--- src/rtl/mem_arbiter.sv ---
// Arbitrates the single main-memory port between icache and dcache miss paths, one transaction at a time.
// Define ARB_RR_EN for round-robin arbitration; otherwise dcache has fixed priority.
module mem_arbiter #(
  parameter int ADDR_W = 28,
  parameter int DATA_W = 128
) (
  input  logic                  clk,
  input  logic                  reset,
  input  logic                  ic_req_valid,
  output logic                  ic_req_ready,
  input  logic [ADDR_W-1:0]     ic_req_addr,
  output logic                  ic_resp_valid,
  input  logic                  dc_req_valid,
  output logic                  dc_req_ready,
  input  logic                  dc_req_rnw,
  input  logic [ADDR_W-1:0]     dc_req_addr,
  input  logic [DATA_W-1:0]     dc_req_data,
  input  logic [DATA_W/8-1:0]   dc_req_mask,
  output logic                  dc_resp_valid,
  output logic [DATA_W-1:0]     resp_data,
  output logic                  mem_req_valid,
  input  logic                  mem_req_ready,
  output logic                  mem_req_rnw,
  output logic [ADDR_W-1:0]     mem_req_addr,
  output logic [DATA_W-1:0]     mem_req_data,
  output logic [DATA_W/8-1:0]   mem_req_mask,
  input  logic                  mem_resp_valid,
  input  logic [DATA_W-1:0]     mem_resp_data,
  output logic                  busy
);

  typedef enum logic [1:0] {
    ST_IDLE  = 2'd0,
    ST_ISSUE = 2'd1,
    ST_WAIT  = 2'd2
  } state_t;

  state_t                state_r;
  logic                  owner_dc_r;
  logic                  rnw_r;
  logic [ADDR_W-1:0]     addr_r;
  logic [DATA_W-1:0]     data_r;
  logic [DATA_W/8-1:0]   mask_r;
  logic                  mem_req_valid_r;
  logic                  busy_r;
  logic                  ic_resp_valid_r;
  logic                  dc_resp_valid_r;
  logic [DATA_W-1:0]     resp_data_r;
  logic                  grant_ic_s;
  logic                  grant_dc_s;
`ifdef ARB_RR_EN
  logic                  last_grant_dc_r;
`endif

  // Grant selection in IDLE; readies are held low while reset is asserted.
  always_comb begin
    grant_ic_s = 1'b0;
    grant_dc_s = 1'b0;
    if ((state_r == ST_IDLE) && reset) begin
`ifdef ARB_RR_EN
      if (dc_req_valid && (!ic_req_valid || !last_grant_dc_r)) begin
        grant_dc_s = 1'b1;
      end else if (ic_req_valid) begin
        grant_ic_s = 1'b1;
      end else begin
        grant_dc_s = 1'b0;
      end
`else
      if (dc_req_valid) begin
        grant_dc_s = 1'b1;
      end else if (ic_req_valid) begin
        grant_ic_s = 1'b1;
      end else begin
        grant_dc_s = 1'b0;
      end
`endif
    end else begin
      grant_ic_s = 1'b0;
    end
  end

  assign ic_req_ready = grant_ic_s;
  assign dc_req_ready = grant_dc_s;

  // Transaction FSM with registered memory request, response and busy outputs.
  always_ff @(posedge clk or negedge reset) begin
    if (!reset) begin
      state_r         <= ST_IDLE;
      owner_dc_r      <= 1'b0;
      rnw_r           <= 1'b0;
      addr_r          <= {ADDR_W{1'b0}};
      data_r          <= {DATA_W{1'b0}};
      mask_r          <= {(DATA_W/8){1'b0}};
      mem_req_valid_r <= 1'b0;
      busy_r          <= 1'b0;
      ic_resp_valid_r <= 1'b0;
      dc_resp_valid_r <= 1'b0;
      resp_data_r     <= {DATA_W{1'b0}};
`ifdef ARB_RR_EN
      last_grant_dc_r <= 1'b0;
`endif
    end else begin
      ic_resp_valid_r <= 1'b0;
      dc_resp_valid_r <= 1'b0;
      case (state_r)
        ST_IDLE: begin
          if (grant_dc_s) begin
            owner_dc_r      <= 1'b1;
            rnw_r           <= dc_req_rnw;
            addr_r          <= dc_req_addr;
            data_r          <= dc_req_data;
            mask_r          <= dc_req_mask;
            mem_req_valid_r <= 1'b1;
            busy_r          <= 1'b1;
            state_r         <= ST_ISSUE;
`ifdef ARB_RR_EN
            last_grant_dc_r <= 1'b1;
`endif
          end else if (grant_ic_s) begin
            owner_dc_r      <= 1'b0;
            rnw_r           <= 1'b1;
            addr_r          <= ic_req_addr;
            data_r          <= {DATA_W{1'b0}};
            mask_r          <= {(DATA_W/8){1'b0}};
            mem_req_valid_r <= 1'b1;
            busy_r          <= 1'b1;
            state_r         <= ST_ISSUE;
`ifdef ARB_RR_EN
            last_grant_dc_r <= 1'b0;
`endif
          end else begin
            state_r <= ST_IDLE;
          end
        end
        ST_ISSUE: begin
          if (mem_req_ready) begin
            mem_req_valid_r <= 1'b0;
            if (rnw_r) begin
              state_r <= ST_WAIT;
            end else begin
              // Only the dcache writes, so the write ack always goes to it.
              state_r         <= ST_IDLE;
              busy_r          <= 1'b0;
              dc_resp_valid_r <= 1'b1;
            end
          end else begin
            state_r <= ST_ISSUE;
          end
        end
        ST_WAIT: begin
          if (mem_resp_valid) begin
            resp_data_r <= mem_resp_data;
            if (owner_dc_r) begin
              dc_resp_valid_r <= 1'b1;
            end else begin
              ic_resp_valid_r <= 1'b1;
            end
            state_r <= ST_IDLE;
            busy_r  <= 1'b0;
          end else begin
            state_r <= ST_WAIT;
          end
        end
        default: begin
          state_r         <= ST_IDLE;
          busy_r          <= 1'b0;
          mem_req_valid_r <= 1'b0;
        end
      endcase
    end
  end

  assign ic_resp_valid = ic_resp_valid_r;
  assign dc_resp_valid = dc_resp_valid_r;
  assign resp_data     = resp_data_r;
  assign mem_req_valid = mem_req_valid_r;
  assign mem_req_rnw   = rnw_r;
  assign mem_req_addr  = addr_r;
  assign mem_req_data  = data_r;
  assign mem_req_mask  = mask_r;
  assign busy          = busy_r;

endmodule

--- config.mk ---
export PLATFORM = sky130hd
export DESIGN_NAME = mem_arbiter
export DESIGN_NICKNAME = d
export VERILOG_FILES = /design/src/rtl/mem_arbiter.sv
export SDC_FILE = /design/constraint.sdc
export NUM_CORES = 1
export LEC_CHECK = 0
export CORE_AREA = 2 2 251 253
export DETAILED_ROUTE_END_ITERATION = 6
export DIE_AREA = 0 0 253 255
export REMOVE_ABC_BUFFERS = 1
export SYNTH_ARGS = -nofsm -noshare
export SYNTH_HDL_FRONTEND = slang
export SYNTH_SLANG_ARGS = --single-unit
--- constraint.sdc ---
create_clock -name clk -period 2 [get_ports clk]
set_input_delay 0.4 -clock clk [delete_from_list [all_inputs] [get_ports clk]]
set_output_delay 0.4 -clock clk [all_outputs]
set_load 0.01 [all_outputs]
* After elaboration in Yosys (flattened, before gate mapping)
Index checks and enable logic that the tools add are counted.
Storage, ports and cells: input bits 335, output and inout bits 307, register bits 308, logic and storage cells 61
Cells by class: equality and inequality tests 6, reductions and logical operators 7, bitwise gates (word level) 1, muxes and demuxes 36
Operators with widths (number):
- $mux W128 | 2
- $mux W28 | 2
- $mux W16 | 2
- $mux W1 | 23
- $mux W2 | 3
- $ne A2 B2 Y1 const B | 3
- $pmux W1 S3 | 2
- $pmux W2 S3 | 1
- $reduce_and A2 Y1 | 2
- $reduce_and A4 Y1 | 1
- $ne A3 B3 Y1 const B | 1
- $reduce_and A3 Y1 | 1
- $eq A2 B1 Y1 const B | 1
- $eq A2 B2 Y1 const B | 1
- $logic_not A2 Y1 | 1
- $pmux W1 S2 | 1
- $reduce_bool A2 Y1 | 1
- $logic_and A1 B1 Y1 | 1
- $not A1 Y1 | 1

* Logic depth before layout (Yosys ltp)
depth in word-level cells 6, gate-level depth with buffers 8, gate-level depth less buffers 5

* Worst setup path after synthesis
OpenSTA, ideal clock, no wires.
path type register -> output, from reg state_r[0], to out ic_req_ready, arrival time 1.417 ns, setup slack 0.183 ns, buffers on the path 2, cell stages (with the launch flop) 8, path through dfrtp_1 > inv_1 > ha_1 > and2_1 > buf_2 > buf_2 > nand2_1 > nor2_1
On the way: cells in the longest elaborated chain, start to end 3
RTL lines:
- start, declared | line 38 | state_t state_r;
- start signal, assigned | line 88 | state_r <= ST_IDLE;
- start signal, assigned | line 115 | state_r <= ST_ISSUE;
- start signal, assigned | line 127 | state_r <= ST_ISSUE;
- $logic_not A2 Y1 | line 59 | if ((state_r == ST_IDLE) && reset) begin
- $logic_and A1 B1 Y1 | line 59
- $mux W1 | line 59
- end, declared | line 10 | output logic ic_req_ready,
No other way between the ends.

* Final worst setup path
Ends and elaborated chain as after synthesis.

==> summary.txt <==
STA
  – Clk_skew: approximately 9.9 ps
  – RSZ-0062 raised after global routing: true
  – Final period utilization: 1.003
  – Post-route setup slack: -5.962 ps
  – Final hold vios: 0
  – Slew @ Worst Pin: roughly 900 ps
  – Slew Limit Fails: 0
  – Max_slew headroom: 0.3983
  – F_max: 498.5 MHz
  – Final hold slack: approximately 45 ps
  – Setup violators final: 1
  – Final Critical Period: about 2000 ps

Place
  – Cell count after placement: around 2200
  – GP Congestion: between 0.7 and 0.8
  – I/O Buffers: around 640
  – Post-DP HPWL: between 30000 and 40000 um
  – Minimum setup slack after placement: -318.6 ps

Floorplan
  – Die width: about 250 um
  – Area of the core: roughly 62000 um2
  – Initial core utilization: 0.1885
  – Die height: approximately 260 um
  – Cell Rows: slightly above 90
  – Boundary Pins: ~640
  – Die area: between 60000 and 70000 um2

Logic synthesis
  – Ys flop type: dfrtp_1
  – Avg Inst Size Synth: ~15 um2
  – Top cell type's share of synthesized area: 0.6579
  – Mapped Cells: 790
  – Area leader, netlist: dfrtp_1
  – Synth top area cells: dfrtp_1 (66%), a22o_1 (11%), mux2_1 (10%)
  – Asr flop ratio synth: 1.000
  – Ys Warns: 0
  – Sequential share of the synthesized area: 0.6579
  – Netlist cell types: 29
  – EDFF count, synth: 0
  – Mapped Area: ~12000 um2
  – Register bit total from synthesis: roughly 310

Power
  – Total power: approximately 0.031 W
  – P_leak: around 8.8 nW
  – P per Cell Area: about 1500 nW/um2
  – Worst VDD drop: 0.0006267 V

Clock tree
  – H-tree Lvls: 2
  – Clock Pin Slew Worst Setup and Hold Paths: approximately 60 ps
  – CTS tree: yes
  – Clk_lat worst skew: 530 ps
  – CTS Sinks: between 300 and 400
  – CTS Buf Count: 36
  – Root buf cell: clkbuf_16
  – Clock Tree Buf Depth: 3

Run status
  – Violated checks: setup timing
  – Result of the run: finished with violations

Layout
  – Nets: 1805
  – Fin util: 0.3320
  – P&R area growth vs syn: 76.17%
  – Number of diodes: 0
  – Non-Filler Instances: 2290
  – Most frequent cells in the layout: clkdlybuf4s50_1 (633), dfrtp_1 (306), a22o_1 (144), mux2_1 (109), buf_4 (45)
  – Share of post-route cells with drive strength above 1: 0.1006
  – Commonest non-fill, non-tap cell in the layout: clkdlybuf4s50_1

Worst setup path
  – Critical path required time: 1600 ps
  – Critical Path Source Type: flop
  – Reg2reg end: resp_data[65]
  – CP Class: flop to primary output
  – Reg2Reg Depth: 7
  – Crit path max fanout: 2
  – Critical Path AT: about 1600 ps
  – Crit end category: primary output
  – Critical R2R Launch: state_r[1]
  – R2R setup slack: 90 ps

GRT
  – Overflow after GRT: 0
  – Vias in the first global route: a little over 10000
  – Total track usage: 0.1258
  – Global-route wire length before repair: roughly 62000 um
  – Initial antenna violation count: 1
  – Largest net degree at the start of global routing: roughly 150

Detailed routing
  – Drc violations: 0
  – Starting DRT DRC Count: 418
  – Routed Antenna Nets: 0
  – Drt via density: ~4.2
  – WL/cell: roughly 19 um
  – Vias post-DR: between 9000 and 10000
  – Drt pass-1 iters: 4
  – Final Routed Wirelength: approximately 43000 um

Min path
  – Worst hold path class: primary input to asynchronous set/reset pin

Run
  – Max-Cap Viols: 0
-- area by class of cell --
cell class | instances | area (um2)
Clock buffer | 53 | 1086
Tap cell | 799 | 999.7
Clock inverter | 10 | 131.4
Sequential cell | 308 | 7710
Multi-Input combinational cell | 414 | 3661
Timing Repair Buffer | 701 | 7032
Fill cell | 6167 | 41520
Inverter | 5 | 18.77
-- per-layer routing --
layer	track usage	vias up	share of wire
met5	0	-	0.00030
met4	0.04142	2	0.028
met3	0.04749	69	0.095
li1	-	4301	-
met1	0.1424	4700	0.38
met2	0.2181	476	0.50
-- report_power, final --
group	switching, W	internal (W)	total, W
sequential	0.00179	0.00906	0.0109
clock	0.00258	0.00414	0.00672
combinational	0.00518	0.00785	0.0130
total	0.00955	0.0211	0.0306
-- synthesized netlist by cell type (2+ instances only) --
cell type and count:
buf_2 38, a22o_1 144, buf_4 4, dfrtp_1 308
nor2b_1 30, o21ai_1 28, ha_1 4, nor2_1 4
inv_1 5, mux2_2 19, buf_1 2, a21oi_1 2
a31oi_1 28, mux2_1 109, nor3_1 2, a22oi_1 29
buf_6 12, clkbuf_1 7, nand2_1 4, and2_1 2
-- worst max-delay path by stage --
stage,from,end,slack (ps),cells after the start
finish,state_r[0],ic_req_ready,-6,6
global route,state_r[0],ic_req_ready,-100,6
CTS,state_r[1],ic_req_ready,-120,7
detailed placement,dc_req_valid,ic_req_ready,-320,5
global placement,dc_req_valid,ic_req_ready,-330,5
floorplan,dc_req_valid,busy,-4270,3
-- registers in the layout (all words and copies together), names as in the netlist --
signal,cells
ic_resp_valid,1
mem_req_addr,28
state_r,2
mem_req_valid,1
mem_req_rnw,1
busy,1
resp_data,128
mem_req_data,128
owner_dc_r,1
dc_resp_valid,1
mem_req_mask,16
-- timing repair --
item,4_1_cts,5_1_grt
pin swaps,3,3
setup endpoints to repair,6,58
hold endpoints to repair,30,0
gates cloned,0,2
resized for setup,25,8
hold buffers,3,0
setup buffers,3,4
-- critical path, cell delays in order, from the launching register on --
cell and delay [ps]:
dfrtp_1 390, inv_2 80, ha_4 140, and2_4 160, nand2_4 60, nor2_4 130
buf_6 120
-- per-stage QoR --
| step | area (um2) | TNS [ps] |
|---|---|---|
| 3_5_place_dp | 19250 | -14150 |
| 5_1_grt | 20640 | -191.4 |
| 2_1_floorplan | 11320 | -951300 |
| 3_3_place_gp | 19250 | -9443 |
| 6_report | 20640 | -5.962 |
| 4_1_cts | 20560 | -266.7 |
-- cell families after synthesis --
family / count (synthesis) / synth area share
buffers and inverters: 69 / 0.03525
AND/OR/NAND/NOR: 44 / 0.02147
multiplexers: 128 / 0.1230
flip-flops: 308 / 0.6579
AO/OA/AOI/OAI: 237 / 0.1581
adder cells (fa/ha/maj): 4 / 0.004272
Power figures use the tool's default switching activity.
